## config.mk

```make
export PLATFORM = sky130hd
export DESIGN_NAME = fifo_stream_reader
export DESIGN_NICKNAME = d
export VERILOG_FILES = /design/src/rtl/fifo_stream_reader.sv
export SDC_FILE = /design/constraint.sdc
export NUM_CORES = 1
export LEC_CHECK = 0
export CAP_MARGIN = 40
export CORE_ASPECT_RATIO = 2
export CORE_UTILIZATION = 52
export DETAILED_ROUTE_END_ITERATION = 10
export PLACE_DENSITY = 0.8
export SLEW_MARGIN = 20
export SYNTH_ARGS = -nofsm -noshare
export SYNTH_HDL_FRONTEND = slang
export SYNTH_SLANG_ARGS = --single-unit
```

## constraint.sdc

```tcl
create_clock -name clk -period 4.9 [get_ports clk]
set_clock_uncertainty 0.1 [all_clocks]
set_input_delay 1.225 -clock clk [delete_from_list [all_inputs] [get_ports clk]]
set_output_delay 1.225 -clock clk [all_outputs]
set_load 0.01 [all_outputs]
```

## src/rtl/fifo_stream_reader.sv

```systemverilog
// Read-side drain engine: pulls words from a synchronous FIFO with one-cycle read latency
// and presents them as a framed valid/ready stream through a 2-entry output buffer.
module fifo_stream_reader #(
    parameter int DATA_WIDTH = 8,
    parameter int PKT_LEN    = 4,
    parameter int CNT_WIDTH  = 16
) (
    input  logic                  clk,
    input  logic                  rst_n,
    input  logic                  enable,
    input  logic                  fifo_empty,
    input  logic [DATA_WIDTH-1:0] fifo_dout,
    output logic                  fifo_rd_en,
    output logic                  m_valid,
    input  logic                  m_ready,
    output logic [DATA_WIDTH-1:0] m_data,
    output logic                  m_last,
    output logic [CNT_WIDTH-1:0]  pkt_count,
    output logic                  busy
);

    localparam int BEAT_W = (PKT_LEN > 1) ? $clog2(PKT_LEN) : 1;
    localparam logic [BEAT_W-1:0] BEAT_LAST = BEAT_W'(PKT_LEN - 1);

    typedef enum logic [1:0] {
        EMPTY,
        ONE,
        TWO
    } occ_state_t;

    occ_state_t state, state_nxt;

    logic                  in_flight;
    logic                  push;
    logic                  pop;
    logic [1:0]            occ;
    logic [2:0]            credit;
    logic [DATA_WIDTH-1:0] head, tail;
    logic [BEAT_W-1:0]     beat;

    assign push = in_flight;
    assign pop  = m_valid && m_ready;

    always_ff @(posedge clk or negedge rst_n) begin
        if (!rst_n) begin
            state <= EMPTY;
        end else begin
            state <= state_nxt;
        end
    end

    always_comb begin
        state_nxt = state;
        case (state)
            EMPTY: if (push) state_nxt = ONE;
            ONE: begin
                if (push && !pop)      state_nxt = TWO;
                else if (!push && pop) state_nxt = EMPTY;
            end
            TWO:     if (pop) state_nxt = ONE;
            default: state_nxt = EMPTY;
        endcase
    end

    always_comb begin
        m_valid = (state != EMPTY);
        busy    = (state != EMPTY) || in_flight;
        m_data  = head;
        m_last  = (state != EMPTY) && (beat == BEAT_LAST);
        case (state)
            ONE:     occ = 2'd1;
            TWO:     occ = 2'd2;
            default: occ = 2'd0;
        endcase
    end

    // Credit counts words already committed to the buffer; a pop this cycle frees a slot
    // in time for a read issued now, which is what sustains one word per cycle.
    always_comb begin
        credit     = {1'b0, occ} + {2'b00, in_flight} - {2'b00, pop};
        fifo_rd_en = rst_n && enable && !fifo_empty && (credit < 3'd2);
    end

    always_ff @(posedge clk or negedge rst_n) begin
        if (!rst_n) begin
            in_flight <= 1'b0;
            head      <= '0;
            tail      <= '0;
            beat      <= '0;
            pkt_count <= '0;
        end else begin
            in_flight <= fifo_rd_en && !fifo_empty;
            case (state)
                EMPTY: if (push) head <= fifo_dout;
                ONE: begin
                    if (push && pop)  head <= fifo_dout;
                    else if (push)    tail <= fifo_dout;
                end
                TWO:     if (pop) head <= tail;
                default: ;
            endcase
            if (pop) begin
                beat <= (beat == BEAT_LAST) ? '0 : beat + 1'b1;
                if (m_last) pkt_count <= pkt_count + 1'b1;
            end
        end
    end

    a_no_push_when_full: assert property (@(posedge clk) disable iff (!rst_n)
        !(state == TWO && push));

endmodule
```

; Word-level counts from Yosys, hierarchy flattened
; Cells that the tools add are included.
[totals]
word_cells = 50
out_inout_bits = 28
ff_bits = 37
[op_classes]
n_lt_le_gt_ge = 1
n_reduce_logical = 20
add_sub_neg = 4
n_mux = 11
bitwise_logic = 1
eq_ne = 7
[op_table]
columns = cell, n
row1 = two-way mux 8 bit, 3
row2 = one-hot mux 8 bit (3 select lines), 1
row3 = "adder 16 x 1 -> 16 bit, second input constant", 1
row4 = two-way mux 2 bit, 5
row5 = logical AND 1 bit, 9
row6 = "inequality test 2 bit, second input constant", 3
row7 = one-hot mux 2 bit (3 select lines), 1
row8 = AND reduction 3 bit, 2
row9 = "== test 2 bit, second input constant", 2
row10 = one-hot mux 2 bit (2 select lines), 1
row11 = AND reduction 4 bit, 1
row12 = adder 2 x 1 -> 3 bit, 1
row13 = zero test 1 bit, 3
row14 = "< comparator 3 x 2 -> 1 bit, second input constant", 1
row15 = "inequality test 3 bit, second input constant", 1
row16 = nonzero test 3 bit, 1
row17 = subtractor 3 x 1 -> 3 bit, 1
row18 = "adder 2 x 1 -> 2 bit, second input constant", 1
row19 = "== test 2 x 1 -> 1 bit, second input constant", 1
row20 = zero test 2 bit, 1
row21 = AND reduction 2 bit, 1
row22 = nonzero test 2 bit, 1
row23 = logical OR 1 bit, 1
row24 = NOT 1 bit, 1

; Longest topological paths before layout
; Gate-level depths: netlist (run 1).
[depth]
word_depth = 7
depth_mapped = 6
mapped_depth_nobuf = 6

; Worst setup path after synthesis (run 1)
; OpenSTA, ideal clock, no wires.
[synth_path]
path_type = input-to-output
start = input m_ready
end = output fifo_rd_en
stages = 6
arrival_time_ns = 2.432
slack_ns = 1.143
cell_sequence = buf_2 and2_1 o21ai_0 fa_1 nand4b_1 nor2_1
[synth_via]
elab_chain_len = 4
[synth_rtl]
columns = item, line
row1 = start: declaration, 15  ; input logic m_ready,
row2 = logical AND 1 bit, 42  ; assign pop = m_valid && m_ready;
row3 = subtractor 3 x 1 -> 3 bit, 80  ; credit = {1'b0, occ} + {2'b00, in_flight} - {2'b00, pop};
row4 = < comparator 3 x 2 -> 1 bit, 81  ; fifo_rd_en = rst_n && enable && !fifo_empty && (credit < 3'd2);
row5 = logical AND 1 bit, 81
row6 = end: declaration, 13  ; output logic fifo_rd_en,
; Every way passes these cells.

; Worst setup path after layout (run 1)
; Same ends and word-level chain as after synthesis.

==> impl_summary.txt, run 1 <==
----------------------------------------------------
[Timing]
  Min Tclk post-route ... 4.630 ns
  Final period utilization ... 0.9450
  Slew headroom ... 0.5904
  Tightest Pin Transition ... 0.6097 ns
  Count of pins over their slew limit ... 0
  Setup TNS after final layout ... 0 ns
  Final setup violating endpoints ... 0
  Achievable frequency ... 216.0 MHz
  Fin. Hold Viols ... 0
  Setup slack of the critical path after layout ... roughly 0.27 ns
  Setup repair after global routing missed its margin ... no

[Synthesis]
  Cell taking the most area after synthesis ... sky130_fd_sc_hd__dfrtp_1
  Average footprint of a synthesized cell ... 11.98 um^2
  Main combinational cell family by area after synthesis ... simple AND/OR/NAND/NOR gates
  Number of instances in the synthesized netlist ... 142
  Mux cell area share after synthesis ... 0.1191
  Netlist area before placement ... between 0.0015 and 0.002 mm^2
  Share of synthesized cell area in and, or, nand and nor gates ... 0.1456
  Arithmetic-cell share of the synthesized area counting full adders, half adders and majority gates ... 0.04118
  Number of flops mapped to enable cells by yosys ... 0
  Share of the synthesized area in the top cell type ... 0.5441
  Number of library cell types mapped by synthesis ... 30
  Xor and xnor fraction of the mapped netlist area ... 0.08235
  Synth Warn # ... 0
  Post-synthesis sequential element count ... 37
  Commonest register cell after synthesis ... sky130_fd_sc_hd__dfrtp_1
  Synth Area in Compound Gates ... 0.05074
  FFs w/ async S/R, synth ... 1.000
  Top post-synthesis cells by area ... sky130_fd_sc_hd__dfrtp_1 (54%), sky130_fd_sc_hd__mux2_2 (6.6%), sky130_fd_sc_hd__xnor2_1 (5.7%)
  Sequential-to-total area share from yosys stat ... 0.5441
  Number of nets in the synthesized netlist ... 160

[Finish]
  Core Util, Final ... 0.7138
  Layout cell share with drive strength beyond 1 ... 0.1323
  Antenna diode count ... 0
  Layout overhead on the synthesized area ... 32.43%
  Final cell area excluding filler cells ... around 0.0023 mm^2
  Top library cells by usage in the layout, fill and taps aside ... sky130_fd_sc_hd__clkdlybuf4s50_1 (39), sky130_fd_sc_hd__dfrtp_1 (37), sky130_fd_sc_hd__nor2_1 (12), sky130_fd_sc_hd__xnor2_1 (11), sky130_fd_sc_hd__mux2_2 (10)
  Net count, final ... 206
  Commonest non-fill, non-tap cell in the layout ... sky130_fd_sc_hd__clkdlybuf4s50_1

[CTS]
  Buffers inserted by post-CTS timing repair ... 0
  Reg clk slew, reported paths ... around 0.07 ns
  Root buffer cell ... sky130_fd_sc_hd__clkbuf_8
  Clock sink count ... 37
  Clock tree from TritonCTS ... done
  Count of hold buffers inserted by post-cts repair ... 0
  Buffer depth of the longest clock path ... 2
  Count of instances resized after the clock tree is built ... 0
  Number of H-tree levels ... 2
  Worst-skew pair later-pin latency ... 0.29 ns
  Total clock buffers created by CTS ... 5

[Global route]
  Wire length of the first global-routing pass ... 5878 um
  Met3 GRT Util ... 0.05652
  Maximum number of pins on one net before global-route repair ... 38
  Initial antenna violation count ... 0
  Routing layer with the top usage in global route ... met2
  Global route total overflow ... 0
  Met1 track utilization from global routing ... 0.2312
  Number of global-route vias before repair ... approximately 1300
  Met2 demand-to-capacity share in global routing ... 0.4000
  Total Routing Usage GR ... 0.2229

[Placed design]
  Worst setup slack after placement ... 0.2529 ns
  RePlAce Congestion ... between 0.7 and 0.8
  HPWL after detailed placement ... 2538 um
  Placed inst area ... 0.002137 mm^2
  IO buf count ... 40

[Critical path]
  Delay contributed by the slowest stage of the critical path ... about 0.54 ns
  Total buffers and inverters traversed by the critical path ... 2
  Data arrival time of the critical path ... around 3.3 ns
  Crit end category ... output port
  Most frequent cell on the critical path ... sky130_fd_sc_hd__clkdlybuf4s50_1
  Critical path's top delay family ... buffers and inverters
  Critical path startpoint category ... primary input
  Kind of critical path ... in -> out
  Critical path cell sequence ... clkdlybuf4s50_1 > and2_1 > o21ai_0 > fa_1 > nand4b_1 > nor2_1 > clkdlybuf4s50_1
  Crit path required time ... ~3.6 ns
  Critical-path top delay cell ... sky130_fd_sc_hd__clkdlybuf4s50_1
  Critical Path Fanout Max ... 2

[Pwr]
  Power Total ... 1030 uW
  Leakage power summed over all cells ... 0.0009754 uW
  Internal portion of total power ... 738.6 uW
  VDD IR max ... between 0.3 and 0.4 mV
  Switching share of power ... 0.2830
  Combinational cell fraction of total power ... 0.298
  Clk pwr share ... 0.265
  Sequential power share ... 0.438
  Power per cell area ... 457.1 mW/mm^2
  Power dissipated by switching net loads ... 291.5 uW

[Floorplanning]
  Horizontal die dimension ... 42.45 um
  Cell Rows ... 29
  Starting density of the core ... 0.5390
  I/O pin count ... between 40 and 50
  Area of the die ... 0.003519 mm^2
  Die height ... roughly 83 um
  CORE AREA ... approximately 0.0032 mm^2

[Route]
  First drt pass iteration count ... 4
  Wire length per cell after detailed routing ... 15.78 um
  DRC ... 0
  DR vias/cell ... 5.573
  Drt total wl ... around 3500 um
  Drt first-iter violations ... 15
  Vias ... 1226
  Count of nets left with antenna violations after detail routing ... 0

[Worst hold path]
  Min-Delay Path Class ... reg -> reg

[Outcome]
  Status ... complete, no violations

[Flow run]
  Max-cap violation count ... 0

----------------------------------------------------
==> sequential cells by signal, indices dropped and copies added, names as in the netlist <==
name       cells
state          2
beat           2
m_data         8
in_flight      1
tail           8
pkt_count     16
==> synthesized netlist by cell type (all sizes together) (2+ instances only) <==
cell type	count
mux2	10
mux2i	9
inv	2
and2	2
buf	3
nand3b	2
and4	2
nand2	8
ha	4
dfrtp	37
nand3	5
nand4	3
and3	2
nor3	2
nor2b	3
a21oi	8
nor2	12
xnor2	11
o21ai	4
xor2	5
==> worst register-to-register path, stage by stage (launching register included) <==
cell and delay [ns]:
sky130_fd_sc_hd__dfrtp_1 0.46, sky130_fd_sc_hd__or2_2 0.37, sky130_fd_sc_hd__nand2_1 0.17, sky130_fd_sc_hd__ha_1 0.18, sky130_fd_sc_hd__nand2_1 0.21, sky130_fd_sc_hd__mux2_2 0.35
==> cell type report <==
| type | instances | area (um^2) |
|---|---|---|
| clock buffers | 7 | 86.33 |
| repair buffers | 43 | 417.9 |
| flip-flops and latches | 37 | 925.9 |
| well taps | 31 | 38.79 |
| multi-input cells | 99 | 747.0 |
| fillers | 243 | 903.4 |
| inverters | 2 | 7.507 |
| clock inverters | 1 | 30.03 |
==> power by group through the flow <==
stage / logic (uW) / clock network, uW / registers (uW)
final: 307 / 273 / 451
after global routing: 334 / 292 / 463
after CTS: 312 / 279 / 452
after detailed placement: 311 / 0 / 458
after global placement: 300 / 0 / 452
after floorplan: 147 / 0 / 466
==> metal layers <==
layer | part of all wire | vias to the layer above
met5 | 0 | -
met4 | 0.021 | 0
met3 | 0.037 | 6
met2 | 0.57 | 27
met1 | 0.37 | 614
li1 | - | 579
==> worst paths after layout <==
path	endpoint	slack, ns	from	cells after the start
min reg2reg	pkt_count[15]	0.38	pkt_count[15]	1
min	pkt_count[15]	0.38	pkt_count[15]	1
max reg2reg	tail[2]	2.94	state[0]	5
max in group asynchronous	m_data[1]	3.48	rst_n	2
min in group asynchronous	in_flight	0.87	rst_n	2
max	fifo_rd_en	0.27	m_ready	7
==> cells by family (layout without fill, tap and decap cells) <==
kind of cell | Yosys count | after routing
mux | 19 | 19
buf+inv | 6 | 53
flops | 37 | 37
simple gates | 45 | 45
fa+ha+maj | 5 | 5
xor+xnor | 16 | 16
compound gates | 14 | 14
==> metrics by stage <==
stage	hold WS (ns)	cells
2_1_floorplan	0.3792	142
3_3_place_gp	0.3662	212
3_5_place_dp	0.3658	212
4_1_cts	0.3813	220
5_1_grt	0.4031	220
6_report	0.3778	220
No activity file was read; power rests on OpenSTA's default activity.
==> inputs of run 2 (changes only) <==
- SLEW_MARGIN: 20 -> 10
==> results of run 2 <==
No change in the layout: final DEF, timing and power equal those of run 1.
==> inputs of run 3 (changes only) <==
- CORE_UTILIZATION: 52 -> 49
- MAX_ROUTING_LAYER: not set -> met4
- PLACE_DENSITY: 0.8 -> 0.76
- clock period: 4.9 -> 4.95 ns (I/O delays scaled with it)
==> run 3 against run 2 <==
The run now ends with design-rule violations left. Sequential share of layout area grew 0.53 points. Setup slack gained 0.061 ns. Routed wire length shrank 3.1%. Critical path type unchanged. Sequential power shrank 0.9%. Sequential cell count is the same.
==> impl_summary.txt, run 3 (synthesis gave the netlist of run 1 again) <==
----------------------------------------------------
[Route]
  Drt first-iter violations ... 16 (was 15)
  First drt pass iteration count ... 6 (was 4)
  DRC ... 2 (was 0)
  Count of nets left with antenna violations after detail routing ... 0 (unchanged)
  Wire length per cell after detailed routing ... 15.22 um (was 15.78 um)
  DR vias/cell ... 5.484 (was 5.573)
  Drt total wl ... 3364 um (was 3472 um)
  Vias ... 1212 (was 1226)

[Finish]
  Largest register by flop count ... pkt_count (unchanged)
  Commonest non-fill, non-tap cell in the layout ... sky130_fd_sc_hd__clkdlybuf4s50_1 (unchanged)
  Antenna diode count ... 0 (unchanged)
  Number of fillers in the final layout ... 280 (was 243)
  Sequential standard cell area ... 925.9 um^2 (unchanged)
  Area of the multi-input gates ... 747.0 um^2 (unchanged)
  Net count, final ... 206 (unchanged)
  Top library cells by usage in the layout, fill and taps aside ... sky130_fd_sc_hd__clkdlybuf4s50_1 (39), sky130_fd_sc_hd__dfrtp_1 (37), sky130_fd_sc_hd__nor2_1 (12), sky130_fd_sc_hd__xnor2_1 (11), sky130_fd_sc_hd__mux2_2 (10) (unchanged)
  Number of flip-flops under the largest register name ... 16 (unchanged)
  Layout overhead on the synthesized area ... 30.74% (was 32.43%)
  Final cell area excluding filler cells ... 0.002225 mm^2 (was 0.002253 mm^2)
  Layout cell share with drive strength beyond 1 ... 0.1376 (was 0.1323)
  Core Util, Final ... 0.6659 (was 0.7138)

[CTS]
  Clock sink count ... 37 (unchanged)
  Buffers inserted by post-CTS timing repair ... 0 (unchanged)
  Number of H-tree levels ... 2 (unchanged)
  Root buffer cell ... sky130_fd_sc_hd__clkbuf_8 (unchanged)
  Reg clk slew, reported paths ... 0.07 ns (about the same)
  Clock tree from TritonCTS ... done (unchanged)
  Count of hold buffers inserted by post-cts repair ... 0 (unchanged)
  Total clock buffers created by CTS ... 5 (unchanged)
  Count of instances resized after the clock tree is built ... 0 (unchanged)
  Worst-skew pair later-pin latency ... 0.29 ns (about the same)
  Buffer depth of the longest clock path ... 2 (unchanged)

[Global route]
  Initial antenna violation count ... 0 (unchanged)
  Global route total overflow ... 0 (unchanged)
  Wire length of the first global-routing pass ... 5720 um (was 5878 um)
  Total Routing Usage GR ... 0.2102 (was 0.2229)
  Number of global-route vias before repair ... 1300 (was 1293)
  Maximum number of pins on one net before global-route repair ... 38 (unchanged)

[Placed design]
  RePlAce Congestion ... 0.7231 (was 0.7508)
  HPWL after detailed placement ... 2466 um (was 2538 um)
  Placed inst area ... 0.002138 mm^2 (was 0.002137 mm^2)
  IO buf count ... 40 (unchanged)

[Pwr]
  Leakage power summed over all cells ... 0.0009609 uW (was 0.0009754 uW)
  VDD IR max ... 0.3037 mV (was 0.3216 mV)
  Power per cell area ... 430.8 mW/mm^2 (was 457.1 mW/mm^2)

[Critical path]
  Origin of the critical flop-to-flop path ... state[0] (unchanged)
  Total buffers and inverters traversed by the critical path ... 3 (was 2)
  Logic depth of the worst register-to-register path ... 5 (unchanged)
  Critical path startpoint category ... primary input (unchanged)
  Delay contributed by the slowest stage of the critical path ... 0.54 ns (about the same)
  Termination of the worst setup path ... fifo_rd_en (unchanged)
  Most frequent cell on the critical path ... sky130_fd_sc_hd__clkdlybuf4s50_1 (unchanged)
  Critical path cell sequence ... clkdlybuf4s50_1 > buf_4 > nor2b_1 > o21ai_0 > fa_1 > nand4b_1 > nor2_1 > clkdlybuf4s50_1 (was clkdlybuf4s50_1 > and2_1 > o21ai_0 > fa_1 > nand4b_1 > nor2_1 > clkdlybuf4s50_1)
  Critical-path top delay cell ... sky130_fd_sc_hd__clkdlybuf4s50_1 (unchanged)
  Crit path required time ... 3.61 ns (was 3.58 ns)
  Critical register-to-register path endpoint ... tail[0] (was tail[2])
  Crit end category ... output port (unchanged)
  Path length in cells of the critical path ... 8 (was 7)
  Data arrival time of the critical path ... 3.28 ns (was 3.31 ns)
  Critical path's top delay family ... buffers and inverters (unchanged)
  Register-to-Register Setup Slack ... 2.95 ns (was 2.94 ns)
  Kind of critical path ... in -> out (unchanged)
  Critical Path Fanout Max ... 8 (was 2)
  Start point of the critical path ... m_ready (unchanged)

[Outcome]
  Violated checks ... design-rule violations
  Status ... finished, violations left (was complete, no violations)

[Floorplanning]
  Area of the die ... 0.003727 mm^2 (was 0.003519 mm^2)
  Starting density of the core ... 0.5094 (was 0.5390)
  Cell Rows ... 30 (was 29)
  Die height ... 85.34 um (was 82.90 um)
  Horizontal die dimension ... 43.67 um (was 42.45 um)
  I/O pin count ... 41 (unchanged)
  CORE AREA ... 0.003341 mm^2 (was 0.003157 mm^2)

[Timing]
  Achievable frequency ... 216.5 MHz
  Fin Hold WS ... 0.3766 ns (was 0.3778 ns)
  Final setup violating endpoints ... 0 (unchanged)
  Tightest Pin Transition ... 0.6049 ns (was 0.6097 ns)
  Slew headroom ... 0.5967 (was 0.5904)
  Setup repair after global routing missed its margin ... no (unchanged)
  Final period utilization ... 0.9332
  Min Tclk post-route ... 4.619 ns
  Fin. Hold Viols ... 0 (unchanged)
  Setup TNS after final layout ... 0 ns (unchanged)
  Count of pins over their slew limit ... 0 (unchanged)

[Flow run]
  Max-cap violation count ... 0 (unchanged)

[Worst hold path]
  Min-Delay Path Class ... reg -> reg (unchanged)

----------------------------------------------------
[run 3: changes by cell type in the layout (fill, tap and decap cells not counted)]
cell                         change
sky130_fd_sc_hd__clkinv_2        +2
sky130_fd_sc_hd__clkinvlp_4      +1
sky130_fd_sc_hd__clkbuf_1        -1
sky130_fd_sc_hd__bufinv_16       -1
sky130_fd_sc_hd__clkbuf_8        -1
[run 3: how the worst min path moves through the flow]
stage	startpoint	to	slack, ns	cells after the start
2_1_floorplan	tail[0]	tail[0]	0.38	1
3_3_place_gp	pkt_count[15]	pkt_count[15]	0.36	1
3_5_place_dp	pkt_count[15]	pkt_count[15]	0.36	1
4_1_cts	pkt_count[15]	pkt_count[15]	0.38	1
5_1_grt	pkt_count[15]	pkt_count[15]	0.40	1
6_report	pkt_count[15]	pkt_count[15]	0.38	1
[run 3: through the flow]
step | power (uW) | instances | setup slack (ns)
global route | 1020 | 221 | 0.2108
floorplan | 606.9 | 142 | 1.168
finish | 958.4 | 221 | 0.3307
CTS | 969.5 | 221 | 0.3137
global placement | 746.2 | 213 | 0.3628
detailed placement | 763.5 | 213 | 0.3207
[run 3: layout make-up]
type	instances	area share
clock inverter	3	0.007874
multi-input combinational	99	0.3358
inverter	2	0.003375
timing repair buffer	43	0.1879
tap	32	0.01800
sequential	37	0.4162
clock buffer	5	0.03093
[run 3: layer usage]
layer / up-vias / wire length [um] / track usage
met3: 5 / 143 / 0.04681
met1: 597 / 1271 / 0.2167
met4: 0 / 29 / 0.06818
met5: - / 0 / -
met2: 30 / 1920 / 0.3758
li1: 580 / - / -
[run 3: worst register-to-register path, delay by kind of cell (launching register included)]
| kind | cells | cell delay, ns |
|---|---|---|
| and+or+nand+nor | 3 | 0.78 |
| DFF | 1 | 0.46 |
| muxes | 1 | 0.36 |
| adders and majority gates | 1 | 0.18 |
[run 3: power breakdown]
group,total [uW],internal (uW),switching [uW]
Combinational,306,178,128
Clock,205,97.1,108
Sequential,447,389,58.5
